$ cat src/rtl/countdown_ctrl_if.sv
// countdown_ctrl_if: preset-load, run-control and digit/status bundle
// master drives pls/psDS/psUS/start/tick, slave returns ds/us/busy/done.
interface countdown_ctrl_if;
    logic       pls;
    logic [1:0] psDS;
    logic [1:0] psUS;
    logic       start;
    logic       tick;
    logic [1:0] ds;
    logic [3:0] us;
    logic       busy;
    logic       done;

    modport master (
        output pls, psDS, psUS, start, tick,
        input  ds, us, busy, done
    );

    modport slave (
        input  pls, psDS, psUS, start, tick,
        output ds, us, busy, done
    );
endinterface

$ cat src/rtl/countdown_ctrl.sv
// countdown_ctrl: two-digit (tens/units) countdown with load, pause/resume
// and a one-cycle done pulse on expiry.
// Ports: clk, rst (sync, active-high), io (countdown_ctrl_if.slave):
//   pls/psDS/psUS load presets, start runs/pauses, tick decrements,
//   ds/us current digits, busy = RUN, done = registered expiry pulse.
// Option: COUNTDOWN_AUTO_RELOAD_EN reloads the last preset after expiry.
module countdown_ctrl #(
    parameter int unsigned UNITS_MAX = 9
) (
    input logic            clk,
    input logic            rst,
    countdown_ctrl_if.slave io
);

    typedef enum logic [2:0] {
        S_IDLE,
        S_LOADED,
        S_RUN,
        S_PAUSE,
        S_DONE
    } state_e;

    localparam logic [3:0] UMAX = 4'(UNITS_MAX);

    state_e     state_q, state_d;
    logic [1:0] ds_q, ds_d;
    logic [3:0] us_q, us_d;
    logic       done_q, done_d;

    logic [1:0] dec_ds;
    logic [3:0] dec_us;
    logic       cnt_zero;
    logic       dec_zero;

`ifdef COUNTDOWN_AUTO_RELOAD_EN
    logic [1:0] sh_ds_q, sh_ds_d;
    logic [1:0] sh_us_q, sh_us_d;
    logic       sh_zero;

    assign sh_zero = (sh_ds_q == 2'd0) && (sh_us_q == 2'd0);
`endif

    assign cnt_zero = (ds_q == 2'd0) && (us_q == 4'd0);

    // Next count value for one tick; borrow refills units with UNITS_MAX.
    always_comb begin
        dec_ds = ds_q;
        dec_us = us_q;
        if (us_q != 4'd0) begin
            dec_us = us_q - 4'd1;
        end else if (ds_q != 2'd0) begin
            dec_ds = ds_q - 2'd1;
            dec_us = UMAX;
        end
        dec_zero = (dec_ds == 2'd0) && (dec_us == 4'd0);
    end

    always_comb begin
        state_d = state_q;
        ds_d    = ds_q;
        us_d    = us_q;
        done_d  = 1'b0;
`ifdef COUNTDOWN_AUTO_RELOAD_EN
        sh_ds_d = sh_ds_q;
        sh_us_d = sh_us_q;
`endif
        if (io.pls) begin
            // Load beats any tick/start in the same cycle.
            ds_d    = io.psDS;
            us_d    = {2'b00, io.psUS};
            state_d = S_LOADED;
`ifdef COUNTDOWN_AUTO_RELOAD_EN
            sh_ds_d = io.psDS;
            sh_us_d = io.psUS;
`endif
        end else begin
            unique case (state_q)
                S_IDLE: begin
                    state_d = S_IDLE;
                end
                S_LOADED: begin
                    if (io.start) begin
                        state_d = S_RUN;
                    end
                end
                S_RUN: begin
                    if (!io.start) begin
                        state_d = S_PAUSE;
                    end else if (cnt_zero) begin
                        // Entered RUN already at 00: expire without a tick.
                        state_d = S_DONE;
                        done_d  = 1'b1;
                    end else if (io.tick) begin
                        ds_d = dec_ds;
                        us_d = dec_us;
                        if (dec_zero) begin
                            state_d = S_DONE;
                            done_d  = 1'b1;
                        end
                    end
                end
                S_PAUSE: begin
                    if (io.start) begin
                        state_d = S_RUN;
                    end
                end
                S_DONE: begin
`ifdef COUNTDOWN_AUTO_RELOAD_EN
                    // done_q marks the cycle right after expiry.
                    if (done_q && !sh_zero) begin
                        ds_d    = sh_ds_q;
                        us_d    = {2'b00, sh_us_q};
                        state_d = io.start ? S_RUN : S_PAUSE;
                    end
`else
                    state_d = S_DONE;
`endif
                end
                default: begin
                    state_d = S_IDLE;
                end
            endcase
        end
    end

    always_ff @(posedge clk) begin
        if (rst) begin
            state_q <= S_IDLE;
            ds_q    <= 2'd0;
            us_q    <= 4'd0;
            done_q  <= 1'b0;
`ifdef COUNTDOWN_AUTO_RELOAD_EN
            sh_ds_q <= 2'd0;
            sh_us_q <= 2'd0;
`endif
        end else begin
            state_q <= state_d;
            ds_q    <= ds_d;
            us_q    <= us_d;
            done_q  <= done_d;
`ifdef COUNTDOWN_AUTO_RELOAD_EN
            sh_ds_q <= sh_ds_d;
            sh_us_q <= sh_us_d;
`endif
        end
    end

    assign io.ds   = ds_q;
    assign io.us   = us_q;
    assign io.busy = (state_q == S_RUN);
    assign io.done = done_q;

endmodule

$ cat src/flat_wrapper.sv
// flat-port wrapper written by rule: the top's interface ports become plain ports
module countdown_ctrl_flat 
#(
    parameter int unsigned UNITS_MAX = 9
)
  (clk, rst, io_pls, io_psDS, io_psUS, io_start, io_tick, io_ds, io_us, io_busy, io_done);
  countdown_ctrl_if io_i ();
  input logic clk;
  input logic rst;
  input wire logic [$bits(io_i.pls)-1:0] io_pls;
  input wire logic [$bits(io_i.psDS)-1:0] io_psDS;
  input wire logic [$bits(io_i.psUS)-1:0] io_psUS;
  input wire logic [$bits(io_i.start)-1:0] io_start;
  input wire logic [$bits(io_i.tick)-1:0] io_tick;
  output wire logic [$bits(io_i.ds)-1:0] io_ds;
  output wire logic [$bits(io_i.us)-1:0] io_us;
  output wire logic [$bits(io_i.busy)-1:0] io_busy;
  output wire logic [$bits(io_i.done)-1:0] io_done;
  assign io_i.pls = io_pls;
  assign io_i.psDS = io_psDS;
  assign io_i.psUS = io_psUS;
  assign io_i.start = io_start;
  assign io_i.tick = io_tick;
  assign io_ds = io_i.ds;
  assign io_us = io_i.us;
  assign io_busy = io_i.busy;
  assign io_done = io_i.done;
  countdown_ctrl #(.UNITS_MAX(UNITS_MAX)) u_core (.clk(clk), .rst(rst), .io(io_i));
endmodule
$ cat config.mk
export PLATFORM = sky130hd
export DESIGN_NAME = countdown_ctrl_flat
export DESIGN_NICKNAME = d
export VERILOG_FILES = /design/src/rtl/countdown_ctrl_if.sv /design/src/rtl/countdown_ctrl.sv /design/src/flat_wrapper.sv
export SDC_FILE = /design/constraint.sdc
export NUM_CORES = 1
export LEC_CHECK = 0
export CORE_AREA = 5 5 42 44
export DETAILED_ROUTE_END_ITERATION = 10
export DIE_AREA = 0 0 47 49
export GPL_TIMING_DRIVEN = 0
export HOLD_SLACK_MARGIN = 0.03
export PLACE_DENSITY = 0.74
export SYNTH_ARGS = -nofsm -noshare
export SYNTH_HDL_FRONTEND = slang
export SYNTH_SLANG_ARGS = --single-unit
$ cat constraint.sdc
create_clock -name clk -period 4.6 [get_ports clk]
set_input_delay 0.92 -clock clk [delete_from_list [all_inputs] [get_ports clk]]
set_output_delay 0.92 -clock clk [all_outputs]
set_load 0.03 [all_outputs]
==> qor.csv, run 1 <==
stage,metric,value,unit
min_path,Hold Path End,u_core.state_q[2],
layout,nets,98,
place,IO Port Bufs,15,
place,GPL Wtd Cong,0.747,
layout,Final Non-Filler Cells,103,
detailed_routing,initial drt markers,12,
clock_network,Num CTS Buffers,3,
detailed_routing,via count,575,
setup_path,Critical Path End Type,primary output,
floorplan,Initial Util,40.9,%
place,dpl cells,99,
logic_synthesis,asr flop ratio synth,0,%
place,dpl cell area,743,um2
layout,final core utilization,55.6,%
layout,fin area,779,um2
setup_path,Worst R2R Path Depth,6,
clock_network,Setup Buffers After CTS,0,
sta,final worst path period share,57.8,%
detailed_routing,DRC,0,
logic_synthesis,Post-Syn Instances,68,
layout,share of cells above drive strength 1,12.6,%
place,DPL Wire Length,1040,um
clock_network,Clock Latency Late Sink,280,ps
logic_synthesis,Post-synth EDFFs,0,
setup_path,Crit path depth,3,
logic_synthesis,Syn Nets,78,
logic_synthesis,post-synthesis cell type count,27,
sta,unrepaired setup endpoints after global routing,no,
layout,area grow syn2layout,36.0,%
sta,Final Skew,2.87,ps
power,Max VDD drop,0.000147,V
setup_path,Critical R2R Launch,u_core.io.us[0],
floorplan,Rows,14,
sta,Tmin final,2660,ps
detailed_routing,Avg Vias per Cell,5.58,
flow_run,Max Cap Violations,0,
floorplan,total core area,1400,um2
sta,"Setup violations, final",0,
global_routing,total track usage,13.8,%
setup_path,WP buf/inv,1,
clock_network,clock sinks,10,
sta,final hold vios,0,
floorplan,die height,49,um
logic_synthesis,Main synth FF type,dfxtp_1,
logic_synthesis,Netlist Area Pre-Place,573,um2
setup_path,"Cell Chain, Critical Path",nor2b_1 -> nor2b_1 -> clkdlybuf4s50_1,
floorplan,num ports,17,
clock_network,CTS resizes,0,
sta,"Slew Viols, Final",0,
logic_synthesis,top cell type's share of synthesized area,34.9,%
detailed_routing,Routed Antenna Nets,0,
global_routing,first-pass GRT wire length,2350,um
sta,hold slack,511,ps
clock_network,CTS tree,done,
setup_path,Crit path max-delay family,buffers and inverters,
global_routing,vias in the first global route,525,
clock_network,H-tree depth,1,
setup_path,Reg2Reg Setup Slack,2660,ps
clock_network,# hold bufs at CTS,0,
detailed_routing,DR WL/cell,12.8,um
logic_synthesis,syn_area_per_cell,8.43,um2
global_routing,initial antenna violation count,0,
power,LEAKAGE,0.289,nW
setup_path,crit-path max FO,5,
status,status,completed,
logic_synthesis,yosys warns,0,
min_path,Hold WC Path Type,reg2reg,
setup_path,crit path DAT,1740,ps
setup_path,worst r2r dst,u_core.io.us[0],
logic_synthesis,Synth area leaders,"dfxtp_1 35%, nor2_1 6.6%, nor2b_1 6.6%",
logic_synthesis,"area leader, netlist",dfxtp_1,
detailed_routing,total wire length,1320,um
sta,worst slew pin tran,414,ps
clock_network,CTS root buf,clkbuf_4,
layout,Diodes inserted,0,
sta,relative slew slack,72.3,%
clock_network,clock-pin slew on the worst setup and hold paths,70,ps
setup_path,Worst path most repeated cell,nor2b_1,
setup_path,critical path class,reg2out,
floorplan,Die ar.,2300,um2
power,P per Cell Area,283,nW/um2
min_path,Hold Path Origin,u_core.state_q[0],
sta,setup_tns,0,ps
setup_path,Critical Path RT,3680,ps
setup_path,slowest CP cell,clkdlybuf4s50_1,
floorplan,Die Wd,47,um
global_routing,grt total ovfl,0,
logic_synthesis,synth cell count leaders,"10 x dfxtp_1, 10 x nor2_1, 7 x nand2_1",
logic_synthesis,"Seq/Total Area, Yosys",34.9,%
global_routing,largest net degree at the start of global routing,10,
setup_path,crit path launch type,register,
clock_network,CTS Buffer Depth,2,
min_path,hold path depth,1,
setup_path,CP max stage delay,680,ps
logic_synthesis,post-synthesis register bit count,10,
detailed_routing,1st-pass router iterations,2,
sta,Max Clk Rate,0.376,GHz
-- worst max-delay path by stage --
stage / end / startpoint / slack (ps)
after floorplan: io_busy / u_core.state_q[1] / 2660
after global placement: u_core.io.us[0] / io_start / 2150
after detailed placement: u_core.io.us[0] / io_start / 2100
after CTS: io_busy / u_core.state_q[1] / 1940
after global routing: io_busy / u_core.state_q[1] / 1850
final: io_busy / u_core.state_q[1] / 1940
-- final cells by class --
type                       instances  area [um2]
multi-input combinational         54         358
tap                               16        20.0
fill                             134         622
inverter                           3        11.3
timing repair buffer              15         150
clock buffer                       4        36.3
buffer                             1        3.75
sequential                        10         200
-- metrics by stage --
| stage | power (mW) | worst slack [ps] |
|---|---|---|
| 5_1_grt | 0.234 | 1850 |
| 4_1_cts | 0.223 | 1940 |
| 3_3_place_gp | 0.139 | 2150 |
| 6_report | 0.221 | 1940 |
| 2_1_floorplan | 0.122 | 2660 |
| 3_5_place_dp | 0.139 | 2100 |
-- per-layer routing --
metal | up-vias | part of all wire [%] | wire (um) | track usage, %
met4 | 0 | 1.7 | 23 | 6.91
met2 | 12 | 46 | 612 | 19.0
li1 | 293 | - | - | -
met1 | 268 | 47 | 627 | 19.5
met3 | 2 | 4.3 | 57 | 3.32
met5 | - | 0 | 0 | 0
-- cell usage in the layout, fill, tap and decap left out --
cell,Yosys,routed
a2111oi_2,1,1
a21oi_1,1,1
a221oi_1,1,1
a311oi_1,1,1
a31o_2,1,1
a31oi_1,2,2
and4bb_2,1,1
clkbuf_1,1,1
clkbuf_4,0,3
clkbuf_8,0,1
clkdlybuf4s50_1,0,15
dfxtp_1,10,10
ha_1,1,1
inv_1,3,3
mux2i_1,2,2
nand2_1,7,7
nand3_1,3,3
nand3b_1,1,1
nor2_1,10,10
nor2b_1,6,6
nor3_1,5,5
nor3b_1,1,1
nor4_1,2,2
o211ai_1,2,2
o221a_2,1,1
o311ai_4,1,1
o31ai_1,1,1
or2_2,1,1
or2b_1,1,1
or3b_4,1,1
-- state kept, by name, summed over array words and instances (netlist names) --
register        flops
u_core.io.done      1
u_core.io.ds        2
u_core.io.us        4
u_core.state_q      3
-- worst register-to-register path, delay by kind of cell, from the launching register on --
kind,cells,cell delay [ps]
AND/OR/NAND/NOR,2,520
adder cells (fa/ha/maj),1,210
buffers and inverters,1,90
flip-flops,1,360
AO/OA/AOI/OAI,2,670
-- logic make-up after synthesis --
group | share of synthesized area, %
simple gates | 36.0
fa+ha+maj | 2.18
mux | 3.49
flops | 34.9
buf+inv | 2.62
compound gates | 20.7
-- where the power goes --
group	internal (mW)	total (mW)	switching, mW
Clock	0.0482	0.0834	0.0352
Sequential	0.0898	0.0948	0.00498
Combinational	0.0206	0.0424	0.0218
Total	0.159	0.221	0.0619
No activity file was read; power rests on OpenSTA's default activity.
==> inputs of run 2 (changes only) <==
--- a/config.mk
+++ b/config.mk
@@ -5,12 +5,13 @@
 export SDC_FILE = /design/constraint.sdc
 export NUM_CORES = 1
 export LEC_CHECK = 0
-export CORE_AREA = 5 5 42 44
+export CORE_ASPECT_RATIO = 1.1
+export CORE_MARGIN = 5
+export CORE_UTILIZATION = 40
 export DETAILED_ROUTE_END_ITERATION = 10
-export DIE_AREA = 0 0 47 49
 export GPL_TIMING_DRIVEN = 0
 export HOLD_SLACK_MARGIN = 0.03
-export PLACE_DENSITY = 0.74
+export PLACE_DENSITY = 0.72
 export SYNTH_ARGS = -nofsm -noshare
 export SYNTH_HDL_FRONTEND = slang
 export SYNTH_SLANG_ARGS = --single-unit
==> constraint.sdc (replaced) <==
create_clock -name clk -period 2.1 [get_ports clk]
set_input_delay 0.42 -clock clk [delete_from_list [all_inputs] [get_ports clk]]
set_output_delay 0.42 -clock clk [all_outputs]
set_load 0.03 [all_outputs]
==> qor.csv, run 2 (synthesized netlist as in run 1, its figures left out) <==
stage,metric,value,unit
clock_network,CTS Buffer Depth,2,
setup_path,crit path DAT,2110,ps
sta,"Slew Viols, Final",0,
clock_network,Num CTS Buffers,3,
clock_network,CTS tree,done,
global_routing,total track usage,12.4,%
sta,final hold vios,0,
floorplan,num ports,17,
global_routing,largest net degree at the start of global routing,10,
floorplan,total core area,1370,um2
setup_path,slowest CP cell,or3b_4,
flow_run,Max Cap Violations,0,
layout,storage element area,200,um2
min_path,Hold Path Origin,u_core.io.us[1],
floorplan,Initial Util,41.9,%
sta,unrepaired setup endpoints after global routing,no,
detailed_routing,via count,555,
layout,"commonest non-fill, non-tap cell in the layout",clkdlybuf4s50_1,
sta,Max Clk Rate,0.513,GHz
clock_network,clock sinks,10,
sta,relative slew slack,71.2,%
sta,final worst path period share,92.8,%
detailed_routing,DR WL/cell,12.3,um
global_routing,first-pass GRT wire length,2180,um
clock_network,H-tree depth,1,
setup_path,Worst R2R Path Depth,6,
clock_network,# hold bufs at CTS,0,
setup_path,Critical Path End Type,register,
layout,share of cells above drive strength 1,11.6,%
global_routing,grt total ovfl,0,
detailed_routing,Routed Antenna Nets,0,
floorplan,die height,49.7,um
sta,"Setup violations, final",0,
place,GPL Wtd Cong,0.757,
floorplan,Die Wd,46.1,um
setup_path,Critical R2R Launch,u_core.io.us[0],
status,status,completed,
setup_path,crit-path max FO,6,
clock_network,Setup Buffers After CTS,0,
clock_network,Clock Latency Late Sink,260,ps
layout,fin area,768,um2
layout,max FFs per register,4,
detailed_routing,Avg Vias per Cell,5.44,
setup_path,crit path launch type,register,
layout,"commonest cells after routing, fill and taps aside","14 x clkdlybuf4s50_1, 10 x nor2_1, 10 x dfxtp_1",
setup_path,worst r2r dst,u_core.io.us[0],
sta,setup_tns,0,ps
clock_network,CTS resizes,0,
place,IO Port Bufs,15,
floorplan,Die ar.,2290,um2
layout,Diodes inserted,0,
layout,footprint of the multi-input gates,358,um2
power,LEAKAGE,0.299,nW
layout,area grow syn2layout,34.1,%
detailed_routing,total wire length,1260,um
power,Max VDD drop,0.000283,V
setup_path,Worst Setup SP,u_core.io.us[0],
setup_path,critical path class,reg2reg,
setup_path,Reg2Reg Setup Slack,150,ps
detailed_routing,1st-pass router iterations,4,
setup_path,Critical Path RT,2260,ps
clock_network,CTS root buf,clkbuf_4,
place,dpl cell area,743,um2
sta,worst slew pin tran,430,ps
global_routing,initial antenna violation count,0,
detailed_routing,initial drt markers,12,
sta,Tmin final,1950,ps
global_routing,vias in the first global route,531,
min_path,hold path depth,2,
min_path,Hold Path End,u_core.io.us[1],
setup_path,CP max stage delay,420,ps
clock_network,clock-pin slew on the worst setup and hold paths,70,ps
power,P per Cell Area,558,nW/um2
min_path,Hold WC Path Type,reg2reg,
place,DPL Wire Length,980,um
layout,nets,98,
setup_path,"Cell Chain, Critical Path",inv_1 -> ha_1 -> or3b_4 -> o311ai_4 -> nor4_1 -> a2111oi_2,
detailed_routing,DRC,0,
floorplan,Rows,14,
sta,Final Skew,9.30,ps
layout,Fillers,144,
## run 2: changes by cell type in the layout (fill, tap and decap cells not counted), sizes merged
| cell | previous run | this run |
|---|---|---|
| clkbuf | 5 | 4 |
| clkdlybuf4s50 | 15 | 14 |
| dlymetal6s2s | 0 | 1 |
## run 2: cell type report
type / count / share of cell area [%]
timing repair buffer: 15 / 19.9
inverter: 3 / 1.47
buffer: 1 / 0.489
multi-input combinational: 54 / 46.6
clock buffer: 3 / 2.93
sequential: 10 / 26.1
tap: 16 / 2.61
## run 2: where the power goes
group,internal [mW],total [mW],switching (mW)
logic,0.0451,0.0933,0.0481
registers,0.197,0.207,0.0103
clock network,0.0659,0.128,0.0623
total,0.308,0.429,0.121
## run 2: critical path, delay by kind of cell (launching register included)
kind | cells | cell delay (ps)
and+or+nand+nor | 2 | 520
adders and majority gates | 1 | 220
DFF | 1 | 360
buffers and inverters | 1 | 90
AOI/OAI and AO/OA | 2 | 670
## run 2: routing by layer
layer | global-route usage [%] | wire (um)
met5 | 0 | 0
met4 | 4.27 | 11
met3 | 3.27 | 67
met2 | 19.3 | 587
met1 | 15.9 | 592
## run 2: how the worst max path moves through the flow
stage / depth (start not counted) / endpoint / slack (ps)
4_1_cts: 3 / io_busy / 1
6_report: 6 / u_core.io.us[0] / 150
3_3_place_gp: 5 / u_core.io.us[0] / 130
5_1_grt: 6 / u_core.io.us[0] / 5
3_5_place_dp: 5 / u_core.io.us[0] / 130
2_1_floorplan: 6 / u_core.io.us[0] / 180
## run 2: through the flow
step / hold WS [ps] / worst slack [ps] / cells / utilization (%) / total power, mW
final: 514 / 152 / 102 / 56.2 / 0.429
after global routing: 538 / 4.53 / 102 / 56.2 / 0.455
after CTS: 520 / 1.09 / 102 / 56.0 / 0.433
after detailed placement: 509 / 134 / 99 / 54.4 / 0.305
after global placement: 498 / 132 / 99 / 54.4 / 0.303
after floorplan: 459 / 182 / 68 / - / 0.268
